--- config.mk ---
export PLATFORM = sky130hd
export DESIGN_NAME = signed_narrow_unit
export DESIGN_NICKNAME = d
export VERILOG_FILES = /design/src/rtl/signed_narrow_unit.sv
export SDC_FILE = /design/constraint.sdc
export NUM_CORES = 1
export LEC_CHECK = 0
export CAP_MARGIN = 20
export CELL_PAD_IN_SITES_DETAIL_PLACEMENT = 0
export CELL_PAD_IN_SITES_GLOBAL_PLACEMENT = 1
export CORE_AREA = 5 5 90 92
export CTS_BUF_LIST = sky130_fd_sc_hd__clkbuf_4 sky130_fd_sc_hd__clkbuf_8
export CTS_CLUSTER_SIZE = 25
export DETAILED_ROUTE_END_ITERATION = 10
export DIE_AREA = 0 0 95 97
export PLACE_DENSITY_LB_ADDON = 0.1
export RECOVER_POWER = 100
export SLEW_MARGIN = 25
export SYNTH_ARGS = -nofsm -noshare
export SYNTH_HDL_FRONTEND = slang
export SYNTH_SLANG_ARGS = --single-unit
--- constraint.sdc ---
create_clock -name i_clk -period 2.2 [get_ports i_clk]
set_clock_uncertainty 0.1 [all_clocks]
set_input_delay 0.44 -clock i_clk [delete_from_list [all_inputs] [get_ports i_clk]]
set_output_delay 0.44 -clock i_clk [all_outputs]
set_load 0.02 [all_outputs]
--- src/rtl/signed_narrow_unit.sv ---
// Narrows signed WIDE-bit words to NARROW bits, saturating or wrapping on overflow; 2 registered stages, 1 word/clk.
// Valid/ready at both ends; the input side stalls only when both stages are full and the output is blocked.
module signed_narrow_unit #(
   parameter int WIDE   = 32,
   parameter int NARROW = 16,
   parameter int CNT_W  = 8
) (
   input  logic              i_clk,
   input  logic              i_rst_n,
   input  logic              i_in_valid,
   output logic              o_in_ready,
   input  logic [WIDE-1:0]   i_data_in,
   input  logic              i_mode,
   output logic              o_out_valid,
   input  logic              i_out_ready,
   output logic [NARROW-1:0] o_data_out,
   output logic              o_ovf,
   output logic              o_ovf_sticky,
   output logic [CNT_W-1:0]  o_ovf_count,
   input  logic              i_clear_stats
);

   localparam logic [NARROW-1:0] SMAX = {1'b0, {(NARROW-1){1'b1}}};
   localparam logic [NARROW-1:0] SMIN = {1'b1, {(NARROW-1){1'b0}}};

   logic                   r_s1_vld;
   logic [WIDE-1:0]        r_s1_dat;
   logic                   r_s1_mode;
   logic                   r_s2_vld;
   logic [NARROW-1:0]      r_s2_dat;
   logic                   r_s2_ovf;
   logic                   r_ovf_sticky;
   logic [CNT_W-1:0]       r_ovf_count;

   logic [WIDE-NARROW:0]   w_s1_hi;
   logic                   w_s1_fit;
   logic [NARROW-1:0]      w_s1_res;
   logic                   w_s2_load;
   logic                   w_s1_load;
   logic                   w_out_xfer;

   // A value fits when every bit from the top down to the narrow sign bit agrees.
   assign w_s1_hi  = r_s1_dat[WIDE-1:NARROW-1];
   assign w_s1_fit = (&w_s1_hi) | ~(|w_s1_hi);

   always_comb begin
      w_s1_res = r_s1_dat[NARROW-1:0];
      if (!w_s1_fit && !r_s1_mode) begin
         w_s1_res = r_s1_dat[WIDE-1] ? SMIN : SMAX;
      end
   end

   assign w_s2_load  = ~r_s2_vld | i_out_ready;
   assign w_s1_load  = ~r_s1_vld | w_s2_load;
   assign w_out_xfer = r_s2_vld & i_out_ready;

   assign o_in_ready   = w_s1_load;
   assign o_out_valid  = r_s2_vld;
   assign o_data_out   = r_s2_dat;
   assign o_ovf        = r_s2_ovf;
   assign o_ovf_sticky = r_ovf_sticky;
   assign o_ovf_count  = r_ovf_count;

   always_ff @(posedge i_clk or negedge i_rst_n) begin
      if (!i_rst_n) begin
         r_s1_vld  <= 1'b0;
         r_s1_dat  <= '0;
         r_s1_mode <= 1'b0;
      end else if (w_s1_load) begin
         r_s1_vld <= i_in_valid;
         if (i_in_valid) begin
            r_s1_dat  <= i_data_in;
            r_s1_mode <= i_mode;
         end
      end
   end

   // The output register only reloads when empty or draining, so held words stay stable.
   always_ff @(posedge i_clk or negedge i_rst_n) begin
      if (!i_rst_n) begin
         r_s2_vld <= 1'b0;
         r_s2_dat <= '0;
         r_s2_ovf <= 1'b0;
      end else if (w_s2_load) begin
         r_s2_vld <= r_s1_vld;
         if (r_s1_vld) begin
            r_s2_dat <= w_s1_res;
            r_s2_ovf <= ~w_s1_fit;
         end
      end
   end

   always_ff @(posedge i_clk or negedge i_rst_n) begin
      if (!i_rst_n) begin
         r_ovf_sticky <= 1'b0;
         r_ovf_count  <= '0;
      end else if (i_clear_stats) begin
         r_ovf_sticky <= 1'b0;
         r_ovf_count  <= '0;
      end else if (w_out_xfer && r_s2_ovf) begin
         r_ovf_sticky <= 1'b1;
         if (r_ovf_count != {CNT_W{1'b1}}) begin
            r_ovf_count <= r_ovf_count + 1'b1;
         end
      end
   end

endmodule

# After elaboration in Yosys (flattened, before gate mapping)
# Cells that the tools add are included.
dict set report op_classes {
  mux 7
  multipliers 0
  addsub 1
  shift 0
  order_cmp 0
  bitwise_logic 8
  reduce_logical 11
  n_eq_ne 1
  n_div 0
}
# op count
set ops {}
lappend ops {{2-to-1 mux 16 bit} 2}
lappend ops {{2-to-1 mux 8 bit} 3}
lappend ops {{AND reduction 17 bit} 1}
lappend ops {{OR reduction 17 bit} 1}
lappend ops {{adder 8 x 1 -> 8 bit, second input constant} 1}
lappend ops {{inequality test 8 bit, second input constant} 1}
lappend ops {{AND reduction 2 bit} 3}
lappend ops {{NOT 1 bit} 4}
lappend ops {{nonzero test 2 bit} 2}
lappend ops {{bitwise OR 1 bit} 3}
lappend ops {{logical AND 1 bit} 2}
lappend ops {{zero test 1 bit} 2}
lappend ops {{2-to-1 mux 1 bit} 2}
lappend ops {{bitwise AND 1 bit} 1}
dict set report totals {
  latch_bits 0
  memories 0
  mem_bits_rw 0
  rom_bits 0
  reg_bits 61
  input_bits 38
  output_inout_bits 28
}

# Depth between registers and ports, before layout
dict set report logic_depth {
  depth_word 6
  depth_mapped 7
  ltp_nobuf 5
}

# Worst setup path after synthesis
# OpenSTA, ideal clock, no wires.
dict set report synth_timing {
  path_type {reg2reg}
  startpoint {reg r_s1_dat[31]}
  endpoint {reg r_s2_dat[10] (netlist: o_data_out[10])}
  path_stages_with_launch 8
  t_arrival_ns 1.851
  setup_ns 0.126
  slack_ns 0.123
  n_path_buf 2
  required_ns 1.974
  synth_period_minus_slack_ns 2.077
  cell_sequence {dfrtp_1 -> nor4_1 -> nand4_1 -> or4_4 -> and3_4 -> buf_6 -> buf_6 -> a221o_1}
}
dict set report synth_via {
  elab_chain_len 6
  word_cells_on_any_way 8
  classes_between {2 x mux; 2 x bitwise; 4 x reduce/logical}
}
# element line_no
set synth_rtl {}
lappend synth_rtl {{start, declared} 27} ;# logic [WIDE-1:0] r_s1_dat;
lappend synth_rtl {{start signal, assigned} 72} ;# r_s1_dat <= i_data_in;
lappend synth_rtl {{OR reduction 17 bit} 44} ;# assign w_s1_fit = (&w_s1_hi) | ~(|w_s1_hi);
lappend synth_rtl {{NOT 1 bit} 44}
lappend synth_rtl {{bitwise OR 1 bit} 44}
lappend synth_rtl {{zero test 1 bit} 48} ;# if (!w_s1_fit && !r_s1_mode) begin
lappend synth_rtl {{logical AND 1 bit} 48}
lappend synth_rtl {{2-to-1 mux 16 bit (*)} 48}
lappend synth_rtl {{end signal, assigned} 87} ;# r_s2_dat <= w_s1_res;
lappend synth_rtl {{end, declared} 30} ;# logic [NARROW-1:0] r_s2_dat;
# Every way passes the cells marked *; elsewhere a longest branch is shown, timed or not.
# A chain may end at the register's enable or synchronous reset.

# Worst setup path in the final report
dict set report layout_timing {
  startpoint {in i_out_ready}
  endpoint {reg r_s1_dat[0]}
}
dict set report layout_via {
  elab_chain_len 3
}
# element line_no
set layout_rtl {}
lappend layout_rtl {{start, declared} 15} ;# input logic i_out_ready,
lappend layout_rtl {{bitwise OR 1 bit} 53} ;# assign w_s2_load = ~r_s2_vld | i_out_ready;
lappend layout_rtl {{bitwise OR 1 bit} 54} ;# assign w_s1_load = ~r_s1_vld | w_s2_load;
lappend layout_rtl {{AND reduction 2 bit (no source line)} -}
# No other way between the ends.

==> results.tsv <==
metric	value	unit
power_frac_seq	42.8	%
synth.distinct_cells	31	
crit_required	2.32	ns
drtIter0Drc	31	
power_density	937	nW/um^2
pwr-share-clk	37.0	%
cp-start-kind	input pin	
cts_root_buf	clkbuf_8	
dpl_worst_slack	-0.00755	ns
hpwl	3.71	mm
ff_latch_area	1530	um^2
wl_per_cell	15.3	um
yosys-top-cells-area	dfrtp_1 (61%), mux2_2 (15%), a221o_1 (6.0%)	
grt.total_usage	13.1	%
syn_avg_cell_area	14.0	um^2
max_slew_margin	44.5	%
reg2reg_to	o_data_out[7]	
endpoint_kind	register	
seq_area_frac_synth	61.4	%
grt_max_degree	62	
vias	1718	
ys_seq_elements	61	
fp.dieW	95	um
intPower	2.42	mW
setup_viol	0	
fmax	471	MHz
clk_path_buf_depth	2	
status	finished, final reports clean	
insertion_delay	0.34	ns
cp_max_fo	33	
criticalPathCategory	input pin to register	
tns	0	ns
holdWs	0.397	ns
io_buffers	65	
io_pins	66	
layout.nets	294	
overflow	0	
postSynthCellCount	178	
min_period_over_period	96.5	%
die_h	97	um
drv_cap	0	
clk_pin_slew	0.08	ns
fillCellCount	660	
hold_violations	0	
row_count	31	
fp.dieArea	9220	um^2
multi_input_area	895	um^2
drc	0	
power	3.31	mW
wirelength	5.48	mm
place_area	3310	um^2
worst-r2r-cell-count	5	
area_growth	42.0	%
viasPerCell	4.79	
yosys.area.top_type	dfrtp_1	
worst_slack	0.0767	ns
final_layout_size_suffix_gt1_share	23.8	%
cts_buffers	9	
cts_tree	yes	
endpoint	r_s1_dat[0]	
antenna_found_initial	0	
numClockSinks	61	
synth_top_area_share	61.4	%
netlist_area	2490	um^2
ant_nets	0	
ys_warn_count	0	
worstReg2RegStart	r_s1_dat[24]	
swShare	26.8	%
hold_path_class	register to register	
initial_core_util	34.8	%
grt_pass1_wl	9.29	mm
cts_setup_buffers	0	
gp_congestion	0.723	
dr.pass1.iters	5	
syn_nets	217	
final_area	3530	um^2
diodes	0	
leakage	1.50	nW
htreeDepth	3	
first_global_vias	1848	
layout_min_cycle_time	2.12	ns
rsz0062_at_grt	false	
coreArea	7140	um^2
comb_power_share	20.3	%
slew_viol_final	0	
power.switching	885	uW
crit_start	i_out_ready	
tightest_slew	0.833	ns
reg2reg_slack	0.12	ns
vdd_drop_max	609	uV
critical_path_arrival	2.25	ns
-- placed cells by master, fill, tap and decap left out, types with 5 or more instances in the layout --
cell type,synthesis,routed
a221o_1,15,15
dfrtp_1,61,61
nor2_1,7,7
clkbuf_8,0,9
dlygate4sd3_1,0,29
mux2_2,33,33
nand4_1,6,6
nand3_1,5,5
a21oi_1,5,5
clkdlybuf4s50_1,0,35
nand2_1,6,6
-- layer usage --
metal  track usage (%)  vias to the layer above  part of all wire [%]
li1                  -                      823                     -
met1              18.2                      835                    48
met2              18.5                       54                    45
met3              4.42                        6                   6.5
met4              5.33                        0                   1.2
met5                 0                        -                     0
-- cell usage after synthesis --
library cell	number
nor2_1	7
or4_4	1
nand2_1	6
xor2_1	4
nor3_1	2
and4_2	1
nand2b_1	3
or3_1	2
xnor2_1	1
a21boi_0	1
a21oi_1	5
nor4_1	3
ha_1	1
mux2_2	33
o21ai_0	3
dfrtp_1	61
nand3_1	5
buf_1	3
and3_4	1
clkbuf_1	3
mux2i_1	1
and4_1	1
a41oi_1	1
buf_6	2
a31oi_4	1
inv_1	2
buf_2	1
a41oi_2	1
nand3b_1	1
nand4_1	6
a221o_1	15
-- layout make-up --
cell class | count | area share, %
clock buffers | 9 | 3.51
clock inverters | 7 | 3.51
inverters | 2 | 0.213
multi-input cells | 106 | 25.3
flip-flops and latches | 61 | 43.2
well taps | 99 | 3.51
repair buffers | 75 | 20.7
-- sequential cells by signal, indices dropped and copies added (netlist names) --
name	flops
r_s1_dat	32
o_data_out	16
o_ovf_count	8
o_out_valid	1
o_ovf	1
o_ovf_sticky	1
r_s1_mode	1
r_s1_vld	1
-- stage by stage --
stage | utilization [%] | std cells
finish | 49.5 | 359
global route | 49.5 | 359
CTS | 50.0 | 359
detailed placement | 46.4 | 342
global placement | 46.4 | 342
floorplan | - | 178
-- power groups by stage --
stage | Combinational (mW) | Sequential, mW | Clock, mW
after CTS | 0.728 | 1.42 | 1.27
final | 0.670 | 1.41 | 1.22
after global placement | 0.716 | 1.44 | 0
after global routing | 0.729 | 1.44 | 1.31
after detailed placement | 0.727 | 1.44 | 0
after floorplan | 0.255 | 1.53 | 0
-- cell families (layout without fill, tap and decap cells) --
family	Yosys count	count (layout)	share of synthesized area (%)
buf+inv	11	93	2.31
simple gates	39	39	8.86
fa+ha+maj	1	1	0.503
compound gates	27	27	9.81
xor+xnor	5	5	1.76
mux	34	34	15.3
flops	61	61	61.4
-- critical path, stage by stage --
cell and delay [ns]:
dlygate4sd3_1 0.56, nand3b_1 0.18, clkbuf_4 0.15, nand2_1 0.06, clkbuf_4 0.43, mux2_2 0.39
-- how the worst min path moves through the flow --
stage	start	endpoint	depth (start not counted)
final	r_s1_dat[10]	o_data_out[10]	1
after global routing	r_s1_dat[9]	o_data_out[9]	1
after CTS	r_s1_dat[10]	o_data_out[10]	1
after detailed placement	i_rst_n	o_ovf_sticky	2
after global placement	i_rst_n	o_ovf_count[6]	2
after floorplan	i_rst_n	o_data_out[0]	0
-- repair_timing --
action                     CTS  global route
gates resized for setup      1             0
hold endpoints to repair     5             0
setup endpoints to repair    1             0
hold buffers                 1             0
No activity file was read; power rests on OpenSTA's default activity.
